`src/rtl/csr_rf_arbiter.sv`:
```
// Two-port arbiter for a single-port CSR register file (port A: APB host, port B: status updater).
// Define CSR_ARB_FIXED_PRIO_EN for fixed A-over-B priority; otherwise ties alternate round-robin.
module csr_rf_arbiter #(
  parameter int unsigned AW       = 3,
  parameter int unsigned DW       = 8,
  parameter int unsigned NUM_REGS = 8,
  parameter int unsigned RD_LAT   = 1
) (
  input  logic          i_clk,
  input  logic          i_rst,
  input  logic          i_reqA,
  input  logic          i_reqB,
  input  logic          i_weA,
  input  logic          i_weB,
  input  logic [AW-1:0] i_addrA,
  input  logic [AW-1:0] i_addrB,
  input  logic [DW-1:0] i_wdataA,
  input  logic [DW-1:0] i_wdataB,
  output logic          o_ackA,
  output logic          o_ackB,
  output logic          o_errA,
  output logic          o_errB,
  output logic [DW-1:0] o_rdataA,
  output logic [DW-1:0] o_rdataB,
  output logic          o_rf_wr_en,
  output logic          o_rf_rd_en,
  output logic [AW-1:0] o_rf_addr,
  output logic [DW-1:0] o_rf_wdata,
  input  logic [DW-1:0] i_rf_rdata,
  output logic          o_busy
);

  localparam int unsigned CW = (RD_LAT > 1) ? $clog2(RD_LAT) : 1;

  typedef enum logic [1:0] {StIdle, StIssue, StWait, StResp} state_e;

  state_e          state_q, state_d;
  logic            gnt_b_q;
  logic            we_q;
  logic [AW-1:0]   addr_q;
  logic [DW-1:0]   wdata_q;
  logic [CW-1:0]   cnt_q;
  logic            err_a_q, err_b_q;
  logic [DW-1:0]   rdata_a_q, rdata_b_q;
  logic            pick_b;
  logic            legal;

`ifdef CSR_ARB_FIXED_PRIO_EN
  assign pick_b = ~i_reqA;
`else
  logic last_b_q;

  // Tie goes to whichever port was not served last.
  assign pick_b = i_reqB & (~i_reqA | ~last_b_q);

  always_ff @(posedge i_clk) begin
    if (i_rst) begin
      last_b_q <= 1'b1;
    end else if (state_q == StResp) begin
      last_b_q <= gnt_b_q;
    end
  end
`endif

  assign legal = 32'(addr_q) < NUM_REGS;

  always_comb begin
    state_d = state_q;
    unique case (state_q)
      StIdle:  if (i_reqA || i_reqB) state_d = StIssue;
      StIssue: state_d = (legal && !we_q) ? StWait : StResp;
      StWait:  if (cnt_q == '0) state_d = StResp;
      StResp:  state_d = StIdle;
      default: state_d = StIdle;
    endcase
  end

  always_ff @(posedge i_clk) begin
    if (i_rst) begin
      state_q   <= StIdle;
      gnt_b_q   <= 1'b0;
      we_q      <= 1'b0;
      addr_q    <= '0;
      wdata_q   <= '0;
      cnt_q     <= '0;
      err_a_q   <= 1'b0;
      err_b_q   <= 1'b0;
      rdata_a_q <= '0;
      rdata_b_q <= '0;
    end else begin
      state_q <= state_d;
      unique case (state_q)
        StIdle: begin
          if (i_reqA || i_reqB) begin
            gnt_b_q <= pick_b;
            we_q    <= pick_b ? i_weB    : i_weA;
            addr_q  <= pick_b ? i_addrB  : i_addrA;
            wdata_q <= pick_b ? i_wdataB : i_wdataA;
          end
        end
        StIssue: begin
          cnt_q <= CW'(RD_LAT - 1);
          if (!legal) begin
            if (gnt_b_q) begin
              err_b_q   <= 1'b1;
              rdata_b_q <= '0;
            end else begin
              err_a_q   <= 1'b1;
              rdata_a_q <= '0;
            end
          end else if (we_q) begin
            // Writes clear the error flag but keep the last read data.
            if (gnt_b_q) err_b_q <= 1'b0;
            else         err_a_q <= 1'b0;
          end
        end
        StWait: begin
          if (cnt_q == '0) begin
            if (gnt_b_q) begin
              err_b_q   <= 1'b0;
              rdata_b_q <= i_rf_rdata;
            end else begin
              err_a_q   <= 1'b0;
              rdata_a_q <= i_rf_rdata;
            end
          end else begin
            cnt_q <= cnt_q - CW'(1);
          end
        end
        default: ;
      endcase
    end
  end

  always_comb begin
    o_busy     = (state_q != StIdle);
    o_rf_wr_en = (state_q == StIssue) && legal && we_q;
    o_rf_rd_en = (state_q == StIssue) && legal && !we_q;
    o_rf_addr  = (state_q == StIssue) ? addr_q  : '0;
    o_rf_wdata = (state_q == StIssue) ? wdata_q : '0;
    o_ackA     = (state_q == StResp) && !gnt_b_q;
    o_ackB     = (state_q == StResp) && gnt_b_q;
    o_errA     = err_a_q;
    o_errB     = err_b_q;
    o_rdataA   = rdata_a_q;
    o_rdataB   = rdata_b_q;
  end

endmodule

```
`config.mk`:
```
export PLATFORM = sky130hd
export DESIGN_NAME = csr_rf_arbiter
export DESIGN_NICKNAME = d
export VERILOG_FILES = /design/src/rtl/csr_rf_arbiter.sv
export SDC_FILE = /design/constraint.sdc
export NUM_CORES = 1
export LEC_CHECK = 0
export BUFFER_PORTS_ARGS = -buffer_cell sky130_fd_sc_hd__buf_2
export CAP_MARGIN = 30
export CORE_MARGIN = 3
export CORE_UTILIZATION = 43
export CTS_BUF_LIST = sky130_fd_sc_hd__clkbuf_4 sky130_fd_sc_hd__clkbuf_8
export DETAILED_ROUTE_END_ITERATION = 16
export PLACE_DENSITY = 0.77
export SETUP_SLACK_MARGIN = 0.3
export SLEW_MARGIN = 20
export SYNTH_ARGS = -nofsm -noshare
export SYNTH_HDL_FRONTEND = slang
export SYNTH_SLANG_ARGS = --single-unit
```
`constraint.sdc`:
```
create_clock -name i_clk -period 1.2 [get_ports i_clk]
set_input_delay 0.18 -clock i_clk [delete_from_list [all_inputs] [get_ports i_clk]]
set_output_delay 0.18 -clock i_clk [all_outputs]
set_load 0.02 [all_outputs]
```
==> results.sh <==
export IMPL_whs_ns=0.0670
export IMPL_overflow=0
export IMPL_powerDensity_mw_per_mm2=1930
export IMPL_cts_tree="yes"
export IMPL_setup_viol=48
export IMPL_worst_pin_slew_ns=0.872
export IMPL_start_util_pct=47.5
export IMPL_p_sw_share_pct=37.6
export IMPL_ys_seq_area_share_pct=43.4
export IMPL_fin_tns_setup_ns=-10.27
export IMPL_rsz0062_at_grt="true"
export IMPL_via_per_inst=5.62
export IMPL_power_frac_comb_pct=53.6
export IMPL_holdBufCountCts=0
export IMPL_hpwl_um=2860
export IMPL_crit_required_ns=1.02
export IMPL_relSlewSlack_pct=41.8
export IMPL_status="complete, but fails checks"
export IMPL_die_x_um=65.5
export IMPL_r2r_cells=8
export IMPL_min_period_over_period_pct=127
export IMPL_peakVddDrop_v=0.00172
export IMPL_place_port_buffers=68
export IMPL_syn_nets=226
export IMPL_syn_avg_cell_area_um2=8.18
export IMPL_async_flop_share_pct=0
export IMPL_die_height_um=65.5
export IMPL_leakage_nw=1.21
export IMPL_fin_crit_ns=1.53
export IMPL_fmax_mhz=654
export IMPL_synth_edf_count=0
export IMPL_maxCapViolations=0
export IMPL_synthCells=186
export IMPL_hp_class="primary input to flip-flop"
export IMPL_crit_path_end_kind="primary output"
export IMPL_post_route_drc_count=0
export IMPL_place_congestion=0.778
export IMPL_drive_gt1_share_pct=78.8
export IMPL_drt_iter0_drc=140
export IMPL_hold_violations=0
export IMPL_cts_root_buf="clkbuf_4"
export IMPL_seq_power_share_pct=27.5
export IMPL_fin_nets=322
export IMPL_syn_to_final_growth_pct=92.8
export IMPL_grt_first_pass_wirelength_um=7890
export IMPL_synthFlopType="dfxtp_1"
export IMPL_antenna_found_initial=0
export IMPL_fp_coreArea_mm2=0.00320
export IMPL_grt_start_max_net_pins=34
export IMPL_wl_per_cell_um=20.1
export IMPL_antenna_cells=0
export IMPL_fillCellCount=131
export IMPL_clk_pin_slew_ns=0.11
export IMPL_totalWireLength_um=6580
export IMPL_vias=1838
export IMPL_dr_pass1_iters=4
export IMPL_crit_arrival_ns=1.35
export IMPL_worst_hold_path_num_cells=3
export IMPL_postRouteAntennaNets=0
export IMPL_rows=20
export IMPL_synth_seq_cells=33
export IMPL_numCtsBuffers=5
export IMPL_insertion_delay_ns=0.34
export IMPL_synth_cell_area_mm2=0.00152
export IMPL_clockBufferDepth=2
export IMPL_finalClockSkew_ns=0.00633
export IMPL_maxSlewViolCount=0
export IMPL_critical_path_class="flip-flop to primary output"
export IMPL_track_usage_pct=24.3
export IMPL_p_clk_share_pct=18.9
export IMPL_cts_sinks=33
export IMPL_grt_pass1_vias=1675
export IMPL_violations="negative setup slack"
export IMPL_cp_start_kind="flip-flop"
export IMPL_pin_count=70
export IMPL_cts_max_level=2
export IMPL_timing_final_ws_setup_ns=-0.329
export IMPL_ys_warn_count=0
export IMPL_p_switching_mw=2.13
export IMPL_synth_distinct_cells=30
export IMPL_worstPathMaxFanout=7
export IMPL_die_area_mm2=0.00429
export IMPL_internal_power_mw=3.52
==> layer usage <==
layer / vias up / GRT usage (%) / routed length, um
met4: 0 / 8.55 / 260
li1: 823 / - / -
met2: 88 / 44.6 / 3520
met1: 902 / 27.8 / 2410
met5: - / 0 / 0
met3: 25 / 4.62 / 394
==> per-stage QoR <==
| step | cells | area, um2 | util (%) | worst slack, ns | power, mW |
|---|---|---|---|---|---|
| finish | 327 | 2930 | 91.6 | -0.329 | 5.65 |
| global route | 327 | 2930 | 91.6 | -0.364 | 5.88 |
| CTS | 313 | 2610 | 81.5 | -0.296 | 5.05 |
| detailed placement | 298 | 2080 | 65.0 | -0.230 | 3.31 |
| global placement | 298 | 2080 | 65.0 | -0.169 | 3.28 |
| floorplan | 186 | 1660 | - | -0.00136 | 2.78 |
==> logic make-up after synthesis <==
logic type | share of synthesized area, %
compound gates | 23.2
fa+ha+maj | 3.29
buf+inv | 5.84
flops | 43.4
mux | 0.658
other cells | 0.246
simple gates | 23.4
==> sequential cells by signal, indices dropped and copies added, names as in the netlist <==
signal and flops:
last_b_q 1, state_q 2, wdata_q 8, o_rdataA 8, addr_q 3, we_q 1, o_rdataB 8, o_errA 1
gnt_b_q 1
==> cell usage after synthesis, types with 2 or more instances <==
cell type,instances,area [um2]
ha_1,4,50.1
inv_1,3,11.3
nor2_1,15,56.3
nand3_1,9,45.0
a211oi_2,9,113
nor2b_1,2,12.5
buf_2,2,10.0
nand2_1,37,139
buf_4,3,22.5
a21oi_1,29,145
and2_1,13,81.3
clkbuf_1,8,30.0
dfxtp_1,33,661
a211oi_1,3,22.5
==> power groups by stage <==
| stage | clock, mW | combinational [mW] | sequential, mW |
|---|---|---|---|
| final | 1.07 | 3.03 | 1.55 |
| after CTS | 1.05 | 2.50 | 1.50 |
| after detailed placement | 0 | 1.83 | 1.47 |
| after global routing | 1.13 | 3.18 | 1.57 |
| after global placement | 0 | 1.81 | 1.47 |
| after floorplan | 0 | 1.27 | 1.51 |
==> final timing paths <==
path	to	start	slack, ns
worst max-delay path	o_rf_addr[1]	state_q[1]$_SDFFE_PP0P_	-0.33
worst min-delay path	addr_q[2]$_SDFFE_PP0P_	i_addrA[2]	0.07
worst max register to register	o_errA$_SDFFE_PP0P_	state_q[1]$_SDFFE_PP0P_	-0.28
worst min register to register	o_rdataB[6]$_SDFFE_PP0P_	o_rdataB[6]$_SDFFE_PP0P_	0.47
==> cell type report <==
cell class / count / area (um2) / area share [%]
Multi-Input combinational cell: 135 / 1150 / 39.1
Timing Repair Buffer: 103 / 906 / 30.9
Sequential cell: 33 / 697 / 23.8
Clock inverter: 3 / 65.1 / 2.22
Tap cell: 44 / 55.1 / 1.88
Clock buffer: 5 / 37.5 / 1.28
Inverter: 4 / 25.0 / 0.853
==> critical path, cell delays in order, from the launching register on <==
cell and delay [ns]:
dfxtp_4 0.38, inv_4 0.05, ha_4 0.16, buf_6 0.13
and2_4 0.16, buf_6 0.12
==> repair_timing <==
| action | in CTS | in global routing |
|---|---|---|
| setup buffers | 7 | 13 |
| pin swaps | 11 | 42 |
| gates cloned | 0 | 1 |
| setup endpoints to repair | 66 | 66 |
| endpoints found under the hold margin | 0 | 0 |
| resized for setup | 124 | 56 |
==> cell usage in the layout, fill, tap and decap left out, types with 2 or more instances in the layout <==
cell       synthesis  layout
a211oi_1           3       3
a211oi_2           9       9
a21oi_1           29       4
a21oi_2            0      25
and2_4             0      13
buf_12             0       3
buf_2              2      35
buf_4              3      21
buf_6              1      42
bufinv_16          0       2
clkbuf_4           0       5
dfxtp_1           33      14
dfxtp_2            0      14
dfxtp_4            0       5
ha_4               0       4
inv_4              0       4
nand2_1           37      22
nand2_2            0       8
nand2_4            0       6
nand3_1            9       8
nor2_1            15       3
nor2_2             0       5
nor2_4             0       7
nor2b_4            0       2
(Power assumes the default switching activity.)
